**config.mk**
```make
export PLATFORM = sky130hd
export DESIGN_NAME = f_wb_scheduler
export DESIGN_NICKNAME = d
export VERILOG_FILES = /design/src/rtl/f_wb_scheduler.sv
export SDC_FILE = /design/constraint.sdc
export NUM_CORES = 1
export LEC_CHECK = 0
export CAP_MARGIN = 30
export CORE_MARGIN = 2
export CORE_UTILIZATION = 47
export DETAILED_ROUTE_END_ITERATION = 8
export PLACE_DENSITY_LB_ADDON = 0.15
export SYNTH_ARGS = -nofsm -noshare
export SYNTH_HDL_FRONTEND = slang
export SYNTH_SLANG_ARGS = --single-unit
```
**constraint.sdc**
```tcl
create_clock -name CLK -period 4 [get_ports CLK]
set_clock_uncertainty 0.2 [all_clocks]
set_input_delay 0.4 -clock CLK [delete_from_list [all_inputs] [get_ports CLK]]
set_output_delay 0.4 -clock CLK [all_outputs]
set_load 0.02 [all_outputs]
```
**src/rtl/f_wb_scheduler.sv**
```systemverilog
`default_nettype none
// ============================================================================
// Module   : f_wb_scheduler
// Purpose  : Round-robin arbiter for the FP register-file write port, with a
//            one-entry registered write stage and a per-register busy
//            scoreboard for RAW/WAW hazard detection.
//            Optional macro F_WB_BYPASS_EN enables forwarding from f_w_data.
// Revision : 1.0 - initial release
// ============================================================================
module f_wb_scheduler #(
    parameter int NREQ  = 3,
    parameter int WIDTH = 32
) (
    input  logic                  CLK,
    input  logic                  RST,
    input  logic                  issue_valid,
    input  logic [4:0]            issue_rd,
    input  logic [4:0]            chk_rs1,
    input  logic [4:0]            chk_rs2,
    input  logic                  chk_rs1_en,
    input  logic                  chk_rs2_en,
    output logic                  hazard,
    input  logic [NREQ-1:0]       req_valid,
    input  logic [5*NREQ-1:0]     req_rd,
    input  logic [WIDTH*NREQ-1:0] req_data,
    input  logic [5*NREQ-1:0]     req_flags,
    output logic [NREQ-1:0]       req_ready,
    output logic                  f_wen,
    output logic [4:0]            f_rd,
    output logic [WIDTH-1:0]      f_w_data,
    output logic                  f_NV,
    output logic                  f_DZ,
    output logic                  f_OF,
    output logic                  f_UF,
    output logic                  f_NX,
    output logic                  byp_rs1,
    output logic                  byp_rs2
);

    localparam int c_PW = (NREQ > 1) ? $clog2(NREQ) : 1;

    logic [c_PW-1:0]  r_ptr;
    logic [c_PW-1:0]  w_win;
    logic [c_PW-1:0]  w_ptr_nxt;
    logic [NREQ-1:0]  w_grant;
    logic             w_found;
    logic             w_xfer;
    logic [4:0]       w_sel_rd;
    logic [WIDTH-1:0] w_sel_data;
    logic [4:0]       w_sel_flags;

    logic             r_wen;
    logic [4:0]       r_rd;
    logic [WIDTH-1:0] r_data;
    logic [4:0]       r_flags;
    logic [31:0]      r_busy;
    logic [31:0]      w_busy_nxt;
    logic             w_set;
    logic             w_byp1;
    logic             w_byp2;
    logic             w_waw_ok;

    // Two passes: indices at/above the pointer first, then the wrapped part.
    always_comb begin
        w_grant = '0;
        w_win   = '0;
        w_found = 1'b0;
        for (int i = 0; i < NREQ; i++) begin
            if (!w_found && req_valid[i] && (i >= int'(r_ptr))) begin
                w_found    = 1'b1;
                w_grant[i] = 1'b1;
                w_win      = c_PW'(i);
            end
        end
        for (int i = 0; i < NREQ; i++) begin
            if (!w_found && req_valid[i] && (i < int'(r_ptr))) begin
                w_found    = 1'b1;
                w_grant[i] = 1'b1;
                w_win      = c_PW'(i);
            end
        end
    end

    always_comb begin
        w_sel_rd    = '0;
        w_sel_data  = '0;
        w_sel_flags = '0;
        for (int i = 0; i < NREQ; i++) begin
            if (w_grant[i]) begin
                w_sel_rd    = req_rd[5*i +: 5];
                w_sel_data  = req_data[WIDTH*i +: WIDTH];
                w_sel_flags = req_flags[5*i +: 5];
            end
        end
    end

    assign w_xfer    = w_found & ~RST;
    assign req_ready = RST ? '0 : w_grant;
    assign w_ptr_nxt = (w_win == c_PW'(NREQ - 1)) ? '0 : w_win + c_PW'(1);

`ifdef F_WB_BYPASS_EN
    // A source being written this cycle is forwarded instead of stalling.
    assign w_byp1   = chk_rs1_en & r_busy[chk_rs1] & r_wen & (chk_rs1 == r_rd);
    assign w_byp2   = chk_rs2_en & r_busy[chk_rs2] & r_wen & (chk_rs2 == r_rd);
    assign w_waw_ok = r_wen & (issue_rd == r_rd);
`else
    assign w_byp1   = 1'b0;
    assign w_byp2   = 1'b0;
    assign w_waw_ok = 1'b0;
`endif

    assign hazard  = (chk_rs1_en & r_busy[chk_rs1] & ~w_byp1)
                   | (chk_rs2_en & r_busy[chk_rs2] & ~w_byp2)
                   | (issue_valid & r_busy[issue_rd] & ~w_waw_ok);
    assign byp_rs1 = w_byp1;
    assign byp_rs2 = w_byp2;
    assign w_set   = issue_valid & ~hazard;

    // Clear first so a same-register set in the same cycle wins.
    always_comb begin
        w_busy_nxt = r_busy;
        if (r_wen) begin
            w_busy_nxt[r_rd] = 1'b0;
        end
        if (w_set) begin
            w_busy_nxt[issue_rd] = 1'b1;
        end
    end

    always_ff @(posedge CLK or posedge RST) begin
        if (RST) begin
            r_ptr   <= '0;
            r_wen   <= 1'b0;
            r_rd    <= '0;
            r_data  <= '0;
            r_flags <= '0;
            r_busy  <= '0;
        end else begin
            r_busy <= w_busy_nxt;
            if (w_xfer) begin
                r_ptr   <= w_ptr_nxt;
                r_wen   <= 1'b1;
                r_rd    <= w_sel_rd;
                r_data  <= w_sel_data;
                r_flags <= w_sel_flags;
            end else begin
                r_wen   <= 1'b0;
                r_flags <= '0;
            end
        end
    end

    assign f_wen    = r_wen;
    assign f_rd     = r_rd;
    assign f_w_data = r_data;
    assign f_NV     = r_flags[4];
    assign f_DZ     = r_flags[3];
    assign f_OF     = r_flags[2];
    assign f_UF     = r_flags[1];
    assign f_NX     = r_flags[0];

endmodule
`default_nettype wire

```
Word-level counts from Yosys, hierarchy flattened
Cells that the tools add are included.

Bitwise gates (word level): 12. Mux-type cells: 41. Equality and inequality tests: 1. $add $sub $neg: 1. Order comparisons: 12. Reductions and logical operators: 18.

Operator list (number): $mux W32 (5); $mux W5 (7); $and A32 B32 Y32 (1); $not A32 Y32 (1); $or A32 B32 Y32 (1); $lt A5 B6 Y1 const B (4); $mux W1 (18); $bmux W1 S5 (3); $logic_and A1 B1 Y1 (13); $demux W1 S5 (2); $ge A5 B1 Y1 const B (2); $mux W2 (5); $and A1 B1 Y1 (5); $logic_not A1 Y1 (5); $ge A1 B2 Y1 const A (2); $lt A1 B2 Y1 const A (2); $mux W3 (1); $add A2 B1 Y2 const B (1); $eq A2 B2 Y1 const B (1); $ge A2 B2 Y1 const A (1); $lt A2 B2 Y1 const A (1); $not A1 Y1 (2); $or A1 B1 Y1 (2).

Register bits after elaboration: 77. Logic and storage cells: 91.

Depth between registers and ports, before layout
Depth after elaboration: 25. Depth in mapped cells: 7. Gate-level depth less buffers: 5.

Least setup slack after synthesis
No wires, ideal clock.

Path type: input to output. From: input RST. To: output req_ready[0]. Path slack: 0.952 ns. Stages: 2. Required time: 3.400 ns. Arrival time: 2.448 ns. Path through: inv_1 > and2_1.

Word-level cells in the longest chain between the ends: 1.

Ends and longest elaborated chain: start: declaration (RTL line 15) `input logic RST,`; $mux W3 (RTL line 98) `assign req_ready = RST ? '0 : w_grant;`; end: declaration (RTL line 27) `output logic [NREQ-1:0] req_ready,`.

No other way between the ends.

Worst setup path after layout
From: input chk_rs1[2]. To: output hazard.

Word-level cells in the longest chain between the ends: 5.

Ends and longest elaborated chain: start: declaration (RTL line 18) `input logic [4:0] chk_rs1,`; $bmux W1 S5 (RTL line 112) `assign hazard = (chk_rs1_en & r_busy[chk_rs1] & ~w_byp1)`; $mux W1 (not written as such) (RTL line 112); $and A1 B1 Y1 (RTL line 112); $or A1 B1 Y1 (RTL line 113) `| (chk_rs2_en & r_busy[chk_rs2] & ~w_byp2)`; $or A1 B1 Y1 (RTL line 114) `| (issue_valid & r_busy[issue_rd] & ~w_waw_ok);`; end: declaration (RTL line 22) `output logic hazard,`.

No other way between the ends. The select of a mux whose other input is x is not followed.

==> metrics.cfg <==
[run_status]
status = finished, final reports clean

[clock_tree]
ctsResizeCount = 0
cts_tree = done
cts_setup_buffers = 0
cts.sinks = 77
hold_buffers = 0
cts.clk_slew.worst_paths_ns = 0.08
h-tree-depth = 3
cts_buffers = 9
cts_root_buffer = clkbuf_8
clk_path_buf_depth = 2
clock_latency_ns = 0.35

[die]
pin_count = 198
core-area_um2 = 9730
start_util_pct = 48.1
die_w_um = 104
rows = 36
dieArea_um2 = 10800
die_h_um = 104

[sta]
hold_viol_final = 0
period_minus_slack_ns = 3.78
finalCritPeriodShare_pct = 94.5
setup_viol_count_final = 0
tns_ns = 0
rsz0062_at_grt = false
drv_slew = 0
max_freq_mhz = 264
worst_pin_slew_ns = 0.831
max_slew_margin_pct = 44.6

[logic_synthesis]
yosys_warnings = 0
yosysMostFrequentCell = dfrtp_1
synth_edf_count = 0
async_reset_ff_share_pct = 100
yosys-top-cells-area = dfrtp_1 41%, o41ai_2 9.7%, mux4_2 9.6%, a222oi_1 9.0%, o21ai_0 7.5%
synth-seq-cells = 77
syn-cell-area_um2 = 4680
synthTopCellsByCount = 77 x dfrtp_1, 70 x o21ai_0, 46 x nand2_1, 42 x a222oi_1, 29 x clkbuf_1
synth_top_area_share_pct = 41.2
syn_avg_cell_area_um2 = 11.2
syn_inst = 418
synth.distinct_cells = 45
synth_top_flop_cell = dfrtp_1
synth_area_leader_cell = dfrtp_1
yosysSeqAreaShare_pct = 41.2

[global_route]
grt_overflow = 0
first_global_vias = 4954
antenna_found_initial = 0
grt_use_met3_pct = 8.12
track_usage_pct = 30.2
met1_usage_pct = 36.3
grt_pass1_wl_um = 25900
grtUsageMet2_pct = 51.9
top_usage_layer = met2
grt_max_degree = 54

[detailed_routing]
via_count = 4627
drtPass1Iterations = 8
drt_iter0_drc = 383
drt-total-wl_um = 16300
drc = 0
wire_per_inst_um = 22.4
viasPerCell = 6.36
ant_nets = 0

[layout]
diodes = 0
fin_cells = 728
drive_above_1_share_pct = 14.5
area_growth_pct = 47.0
finalNetCount = 739

[critical_path]
slowest_delay_ns = 0.61
cp-end-kind = output pin
required_ns = 3.40
crit_path_cell_trace = clkdlybuf4s50_1 > mux4_1 > mux2_2 > o31a_1 > a32o_2 > or2_2 > clkdlybuf4s50_1
critPathSlowestCell = clkdlybuf4s50_1
critPathArrivalTime_ns = 3.18
cp_max_fo = 6
cpMostUsedCell = clkdlybuf4s50_1
worst-path-buf-inv = 2
worstSetupPathType = in -> out
setup.worst_path.start_class = input pin
cp_top_family = buffers and inverters

[power]
power_frac_seq_pct = 40.4
p_comb_share_pct = 40.8
internal-power_w = 0.00201
power_switching_w = 0.00119
ir_drop_mv = 0.211
clkPwrFrac_pct = 18.8
netSwitchingFraction_pct = 37.3
power_density_nw_per_um2 = 466
p_leak_nw = 2.58

[placement]
numPlacedInstances = 712
io_buffers = 195
gp_congestion = 1.08
dpl.hpwl_um = 11900

[worst_hold_path]
min_path_type = reg -> reg

[flow_run]
timing.max_cap.violations = 0

## stage by stage
step | util (%) | total power (W) | worst slack, ns | hold slack [ns] | instance area (µm²)
after floorplan | - | 0.00201 | 0.952 | 0.296 | 4680
after global placement | 68.6 | 0.00254 | 0.241 | 0.262 | 6680
after detailed placement | 68.6 | 0.00258 | 0.206 | 0.269 | 6680
after CTS | 70.7 | 0.00319 | 0.201 | 0.288 | 6880
after global routing | 70.7 | 0.00334 | 0.143 | 0.315 | 6880
final | 70.7 | 0.00320 | 0.219 | 0.286 | 6880
## cells by family (layout without fill, tap and decap cells)
kind of cell	after synthesis	count (layout)	share of synthesized area, %
other	1	2	0.0802
buffers and inverters	51	227	5.06
AOI/OAI and AO/OA	160	160	30.1
DFF	77	77	41.2
muxes	32	32	13.3
and+or+nand+nor	97	97	10.2
## cells in the final DEF (no fill, tap or decap), types with 5 or more instances in the layout
cell / Yosys / final
dfrtp_1: 77 / 77
o41ai_2: 28 / 28
clkdlybuf4s50_1: 0 / 195
o21ai_0: 70 / 70
nand3_1: 5 / 5
inv_1: 6 / 5
mux2i_1: 7 / 7
nor2_1: 13 / 12
clkbuf_8: 0 / 10
a222oi_1: 42 / 42
mux4_2: 20 / 20
nand2_1: 46 / 46
nand3b_1: 9 / 9
buf_4: 2 / 10
## per-layer routing
metal  vias up  routed length (µm)
met3        44                1420
met5         -                   0
met2       263                8320
met4         0                 459
li1       2030                   -
met1      2290                6090
## power groups by stage
stage | Clock (W) | Sequential (W) | Combinational [W]
2_1_floorplan | 0 | 0.00122 | 0.000788
3_3_place_gp | 0 | 0.00128 | 0.00126
3_5_place_dp | 0 | 0.00128 | 0.00130
4_1_cts | 0.000610 | 0.00127 | 0.00131
5_1_grt | 0.000649 | 0.00130 | 0.00140
6_report | 0.000601 | 0.00129 | 0.00131
## tightest hold or removal path, cell delays in order, from the launching register on
cell,delay (ns)
dfrtp_1,0.35
nand2_1,0.05
o21ai_0,0.06
## final timing paths
path	startpoint	to	slack, ns	cells after the start
max	chk_rs1[2]	hazard	0.22	7
min reg2reg	f_w_data[25]	f_w_data[25]	0.29	2
max reg2reg	r_busy[5]	r_busy[1]	1.27	6
min	f_w_data[25]	f_w_data[25]	0.29	2
max in group asynchronous	RST	f_rd[4]	2.78	3
min in group asynchronous	RST	f_w_data[19]	0.35	3
## state kept, by name, summed over array words and instances (netlist names)
name / cells
f_rd: 5
f_w_data: 32
f_wen: 1
r_busy: 32
r_flags: 5
r_ptr: 2
## final cells by class
type / instances / area (µm²)
Tap cell: 133 / 166
Clock inverter: 5 / 58.8
Fill cell: 762 / 2850
Sequential cell: 77 / 1930
Clock buffer: 11 / 141
Inverter: 6 / 22.5
Timing Repair Buffer: 205 / 2030
Multi-Input combinational cell: 291 / 2530
(Power assumes the default switching activity.)
